<file path="src/rtl/dotprod_pkg.sv">
// Shared definitions for the dot-product accumulator: FSM state codes and width helpers.
// Latency: n/a (constants and elaboration-time functions only).
// Backpressure: n/a.
package dotprod_pkg;

    // FSM state encoding
    localparam logic [1:0] ST_IDLE  = 2'd0;
    localparam logic [1:0] ST_ACCUM = 2'd1;
    localparam logic [1:0] ST_DRAIN = 2'd2;
    localparam logic [1:0] ST_DONE  = 2'd3;

    // Ceiling log2; clog2(1) = 0, clog2(4) = 2, clog2(5) = 3
    function automatic int clog2(input int value);
        int r;
        r = 0;
        for (int i = 0; i < 31; i++) begin
            if ((1 << i) < value) begin
                r = i + 1;
            end
        end
        return r;
    endfunction

    // Number of packed elements per input word
    function automatic int lanes(input int data_width, input int elem_width);
        return data_width / elem_width;
    endfunction

    // Full-precision width of one word's sum of lane products
    function automatic int lane_sum_width(input int data_width, input int elem_width);
        return 2 * elem_width + clog2(lanes(data_width, elem_width));
    endfunction

endpackage

</file>
<file path="src/rtl/lane_mac.sv">
// Multiplies two packed words lane by lane and sums the products into one unsigned value.
// Latency: combinational, zero cycles.
// Backpressure: none; the caller decides when the sum is registered.
module lane_mac
    import dotprod_pkg::*;
#(
    parameter int DATA_WIDTH     = 32,
    parameter int ELEM_WIDTH     = 8,
    parameter int LANE_SUM_WIDTH = lane_sum_width(DATA_WIDTH, ELEM_WIDTH)
) (
    input  logic [DATA_WIDTH-1:0]     a_data,
    input  logic [DATA_WIDTH-1:0]     b_data,
    output logic [LANE_SUM_WIDTH-1:0] lane_sum
);

    localparam int LANES = lanes(DATA_WIDTH, ELEM_WIDTH);

    logic [LANE_SUM_WIDTH-1:0] sum;

    // Per-lane unsigned products summed at full width so no carry is lost;
    // synthesis is free to rebalance the chain into a tree.
    always_comb begin
        sum = '0;
        for (int k = 0; k < LANES; k++) begin
            sum = sum + LANE_SUM_WIDTH'(a_data[k*ELEM_WIDTH +: ELEM_WIDTH])
                      * LANE_SUM_WIDTH'(b_data[k*ELEM_WIDTH +: ELEM_WIDTH]);
        end
    end

    assign lane_sum = sum;

endmodule

</file>
<file path="src/rtl/dot_product_acc.sv">
// Accumulates the lane-wise dot product of VEC_LEN packed word pairs and returns one scalar.
// Latency: result_valid is high in the 3rd cycle after the edge accepting the last beat.
// Backpressure: in_ready only in ACCUM; result is held stable until result_ready.
module dot_product_acc
    import dotprod_pkg::*;
#(
    parameter int DATA_WIDTH = 32,
    parameter int ELEM_WIDTH = 8,
    parameter int VEC_LEN    = 32,
    parameter int ACC_WIDTH  = 32
) (
    input  logic                  clk,
    input  logic                  rst_n,
    input  logic                  start,
    input  logic                  in_valid,
    output logic                  in_ready,
    input  logic [DATA_WIDTH-1:0] a_data,
    input  logic [DATA_WIDTH-1:0] b_data,
    output logic [ACC_WIDTH-1:0]  result,
    output logic                  result_valid,
    input  logic                  result_ready,
    output logic                  busy
);

    localparam int LSW   = lane_sum_width(DATA_WIDTH, ELEM_WIDTH);
    localparam int CNT_W = (VEC_LEN > 1) ? clog2(VEC_LEN) : 1;
    localparam logic [CNT_W-1:0] LAST_BEAT = CNT_W'(VEC_LEN - 1);

    logic [1:0]           state_q, state_d;
    logic [CNT_W-1:0]     beat_cnt_q, beat_cnt_d;
    logic [LSW-1:0]       lane_sum;
    logic [LSW-1:0]       s1_sum_q, s1_sum_d;
    logic                 s1_valid_q, s1_valid_d;
    logic [ACC_WIDTH-1:0] acc_q, acc_d;
    logic [ACC_WIDTH-1:0] result_q, result_d;
    logic                 result_valid_q, result_valid_d;
    logic                 beat;

    lane_mac #(
        .DATA_WIDTH     (DATA_WIDTH),
        .ELEM_WIDTH     (ELEM_WIDTH),
        .LANE_SUM_WIDTH (LSW)
    ) u_lane_mac (
        .a_data   (a_data),
        .b_data   (b_data),
        .lane_sum (lane_sum)
    );

    assign beat = in_valid && (state_q == ST_ACCUM);

    // Control FSM: beat counting, drain slot, result capture and output handshake
    always_comb begin
        state_d        = state_q;
        beat_cnt_d     = beat_cnt_q;
        result_d       = result_q;
        result_valid_d = result_valid_q;
        case (state_q)
            ST_IDLE: begin
                if (start) begin
                    state_d    = ST_ACCUM;
                    beat_cnt_d = '0;
                end
            end
            ST_ACCUM: begin
                if (beat) begin
                    beat_cnt_d = beat_cnt_q + CNT_W'(1);
                    if (beat_cnt_q == LAST_BEAT) begin
                        state_d = ST_DRAIN;
                    end
                end
            end
            ST_DRAIN: begin
                // the last stage-1 sum lands in acc at the end of this cycle
                state_d = ST_DONE;
            end
            ST_DONE: begin
                // first DONE cycle snapshots the settled accumulator
                if (!result_valid_q) begin
                    result_d       = acc_q;
                    result_valid_d = 1'b1;
                end else if (result_ready) begin
                    result_valid_d = 1'b0;
                    state_d        = ST_IDLE;
                end
            end
            default: begin
                state_d = ST_IDLE;
            end
        endcase
    end

    // Two-stage datapath: stage 1 registers a word's lane sum, stage 2 adds it into acc
    always_comb begin
        s1_valid_d = beat;
        s1_sum_d   = beat ? lane_sum : s1_sum_q;
        acc_d      = acc_q;
        if (s1_valid_q) begin
            // wraps modulo 2^ACC_WIDTH by construction
            acc_d = acc_q + ACC_WIDTH'(s1_sum_q);
        end
        if ((state_q == ST_IDLE) && start) begin
            acc_d = '0;
        end
    end

    // State and pipeline registers
    always_ff @(posedge clk or negedge rst_n) begin
        if (!rst_n) begin
            state_q        <= ST_IDLE;
            beat_cnt_q     <= '0;
            s1_sum_q       <= '0;
            s1_valid_q     <= 1'b0;
            acc_q          <= '0;
            result_q       <= '0;
            result_valid_q <= 1'b0;
        end else begin
            state_q        <= state_d;
            beat_cnt_q     <= beat_cnt_d;
            s1_sum_q       <= s1_sum_d;
            s1_valid_q     <= s1_valid_d;
            acc_q          <= acc_d;
            result_q       <= result_d;
            result_valid_q <= result_valid_d;
        end
    end

    assign in_ready     = (state_q == ST_ACCUM);
    assign busy         = (state_q != ST_IDLE);
    assign result       = result_q;
    assign result_valid = result_valid_q;

endmodule

</file>
<file path="config.mk">
export PLATFORM = sky130hd
export DESIGN_NAME = dot_product_acc
export DESIGN_NICKNAME = d
export VERILOG_FILES = /design/src/rtl/dotprod_pkg.sv /design/src/rtl/lane_mac.sv /design/src/rtl/dot_product_acc.sv
export SDC_FILE = /design/constraint.sdc
export NUM_CORES = 1
export LEC_CHECK = 0
export CAP_MARGIN = 25
export CORE_MARGIN = 2
export CORE_UTILIZATION = 40
export DETAILED_ROUTE_END_ITERATION = 8
export PLACE_DENSITY = 0.66
export SYNTH_ARGS = -nofsm -noshare
export SYNTH_HDL_FRONTEND = slang
export SYNTH_HIERARCHICAL = 1
export SYNTH_SLANG_ARGS = --single-unit
</file>
<file path="constraint.sdc">
create_clock -name clk -period 3 [get_ports clk]
set_clock_uncertainty 0.2 [all_clocks]
set_input_delay 0.3 -clock clk [delete_from_list [all_inputs] [get_ports clk]]
set_output_delay 0.3 -clock clk [all_outputs]
set_load 0.02 [all_outputs]
</file>
==> results.cfg <==
[logic_synthesis]
yosysTopAreaCell = fa_1
yosysUniqueCellTypes = 72
synth_nets = 1916
synth_area_leaders = fa_1 (30%), dfrtp_1 (16%), ha_1 (14%)
async_reset_ff_share_pct = 100
synth-main-ff-cell = dfrtp_1
seq_area_frac_synth_pct = 16.2
synth_area_um2 = 14000
yosys_warnings = 6
syn_inst = 1477
yosysMostFrequentCell = inv_1
synth_common_cells = inv_1 (298), fa_1 (211), ha_1 (159)
synth-edff-count = 0
avgSynthCellArea_um2 = 9.49
synth_top_area_share_pct = 30.1
ys_ff_latch = 91

[route]
drtPass1Iterations = 5
viasPerCell = 4.89
ant_nets = 0
wl_um = 33500
drtIter0Drc = 369
wl_per_cell_um = 15.2
drc_errors = 0
vias = 10800

[timing]
worstMarginPinSlew_ns = 0.620
maxSlewViolCount = 0
timing.final.ws_setup_ns = -4.92
max_freq_mhz = 126
finalHoldViolCount = 0
setup_viol = 16
min_period_over_period_pct = 264
maxSlewHeadroom_pct = 58.3
period_minus_slack_ns = 7.92
grt_setup_unrepaired = true

[worst_setup_path]
required_ns = 3.02
worstReg2RegEnd = acc_q[28]
path_max_fanout = 7
cp_num_buf_inv = 9
critPathCaptureType = register
critical_path_class = primary input to register
r2r_cells = 10
slowest_delay_ns = 0.55
cp_common_cell = fa_1
r2r_start = s1_sum_q[0]
cp_top_family = adder cells
r2r_slack_ns = 0.28
worstPathArrival_ns = 7.95
worst-path-stages = 30
slowest_stage = fa_1
start_kind = primary input

[die]
rows = 68
die-width_um = 191
dieArea_um2 = 36600
initial_core_util_pct = 40.6
io-pin-count = 104
core_um2 = 34500
die_y_um = 191

[global_routing]
antenna_found_initial = 0
grtUsageTotal_pct = 18.9
grt_max_degree = 47
grt-ovfl-total = 0
grt_pass1_vias = 11400
grt_pass1_wl_um = 55400

[min_path]
min_path_type = primary input to async pin

[layout]
layout-drive-gt1-share_pct = 25.2
area_growth_pct = 30.1
antennaDiodeCount = 0
fin_nets = 2181
fillers = 3151

[clock_network]
worstSkewPairLatency_ns = 0.34
clk_pin_slew_ns = 0.07
tritoncts = yes
clock_path_buffers = 2
cts_sinks = 91
cts_made_buffers = 9
htree_levels = 3
cts-root-buf = clkbuf_16

[place]
portBuffers = 103
pre_cts_ws_ns = -5.77
dp_hpwl_um = 28000
gp_congestion = 0.867

[run_status]
status = finished, violations left
violations = negative setup slack

[run]
cap_violations = 0
kinds of logic (layout without fill, tap and decap cells):
group / Yosys count / count (layout) / synth area share, %
DFF: 91 / 91 / 16.2
and+or+nand+nor: 429 / 429 / 15.3
adders and majority gates: 370 / 370 / 44.3
muxes: 60 / 60 / 4.72
xor gates and xnor gates: 40 / 40 / 2.50
AOI/OAI and AO/OA: 170 / 170 / 8.27
buffers and inverters: 317 / 587 / 8.60
worst register-to-register path: cells and delay by family, from the launching register on:
family | cells | cell delay, ns
XOR/XNOR | 1 | 0.14
buffers and inverters | 1 | 0.07
adder cells (fa/ha/maj) | 2 | 0.60
flip-flops | 1 | 0.38
AO/OA/AOI/OAI | 4 | 0.95
AND/OR/NAND/NOR | 2 | 0.26
worst max-delay path by stage:
stage	from	to	slack [ns]
2_1_floorplan	a_data[13]	s1_sum_q[16]	-4.94
5_1_grt	b_data[7]	s1_sum_q[14]	-5.17
4_1_cts	a_data[11]	s1_sum_q[16]	-4.93
3_5_place_dp	a_data[3]	s1_sum_q[16]	-5.77
6_report	b_data[7]	s1_sum_q[14]	-4.92
3_3_place_gp	a_data[5]	s1_sum_q[16]	-5.66
metal layers:
layer / GRT usage [%] / up-vias / wire length [um]
met5: 0 / - / 0
met4: 3.76 / 0 / 561
met1: 24.0 / 5331 / 14600
met2: 34.3 / 192 / 17200
met3: 2.46 / 39 / 1210
li1: - / 5196 / -
sequential cells by signal, summed over array words and instances, names as in the netlist:
register	flops
state_q	2
s1_valid_q	1
beat_cnt_q	5
result_valid	1
s1_sum_q	18
result	32
acc_q	32
per-stage QoR:
stage	hold slack [ns]	util (%)	instance area [um^2]	TNS [ns]	instances
after floorplan	-0.196	-	14500	-65.91	1477
after global placement	0.140	49.6	17100	-81.85	2167
after detailed placement	0.147	49.6	17100	-83.50	2167
after CTS	0.308	52.1	18000	-68.42	2197
after global routing	0.322	52.8	18200	-71.99	2202
final	0.296	52.8	18200	-68.68	2202
cells in the final DEF, fill, tap and decap left out, drive strengths merged, types with 13 or more instances in the layout:
| cell type | n |
|---|---|
| a21o | 13 |
| mux2 | 49 |
| nand2 | 156 |
| xnor2 | 24 |
| clkdlybuf4s50 | 71 |
| nand3 | 15 |
| dfrtp | 91 |
| nor2 | 53 |
| fa | 211 |
| xor2 | 16 |
| a21oi | 49 |
| buf | 198 |
| inv | 299 |
| ha | 159 |
| and2 | 148 |
| nor3 | 14 |
| o21ai | 34 |
area by class of cell:
type | count | area, um^2 | share of cell area (%)
repair buffers | 273 | 2410 | 13.2
clock buffers | 10 | 239 | 1.31
well taps | 455 | 569 | 3.12
multi-input cells | 1069 | 11600 | 63.4
inverters | 298 | 1120 | 6.14
flip-flops and latches | 91 | 2280 | 12.5
clock inverters | 6 | 62.6 | 0.343
what timing repair did:
item	in CTS	in global routing
hold buffers	1	0
buffers inserted	13	10
endpoints found under the setup margin	17	20
hold endpoints to repair	45	0
pin swaps	94	63
gates resized for setup	243	75
Power is left out: the tool's default activity adds up to more than one toggle a clock period on the data nets, which glitch-free logic cannot reach.
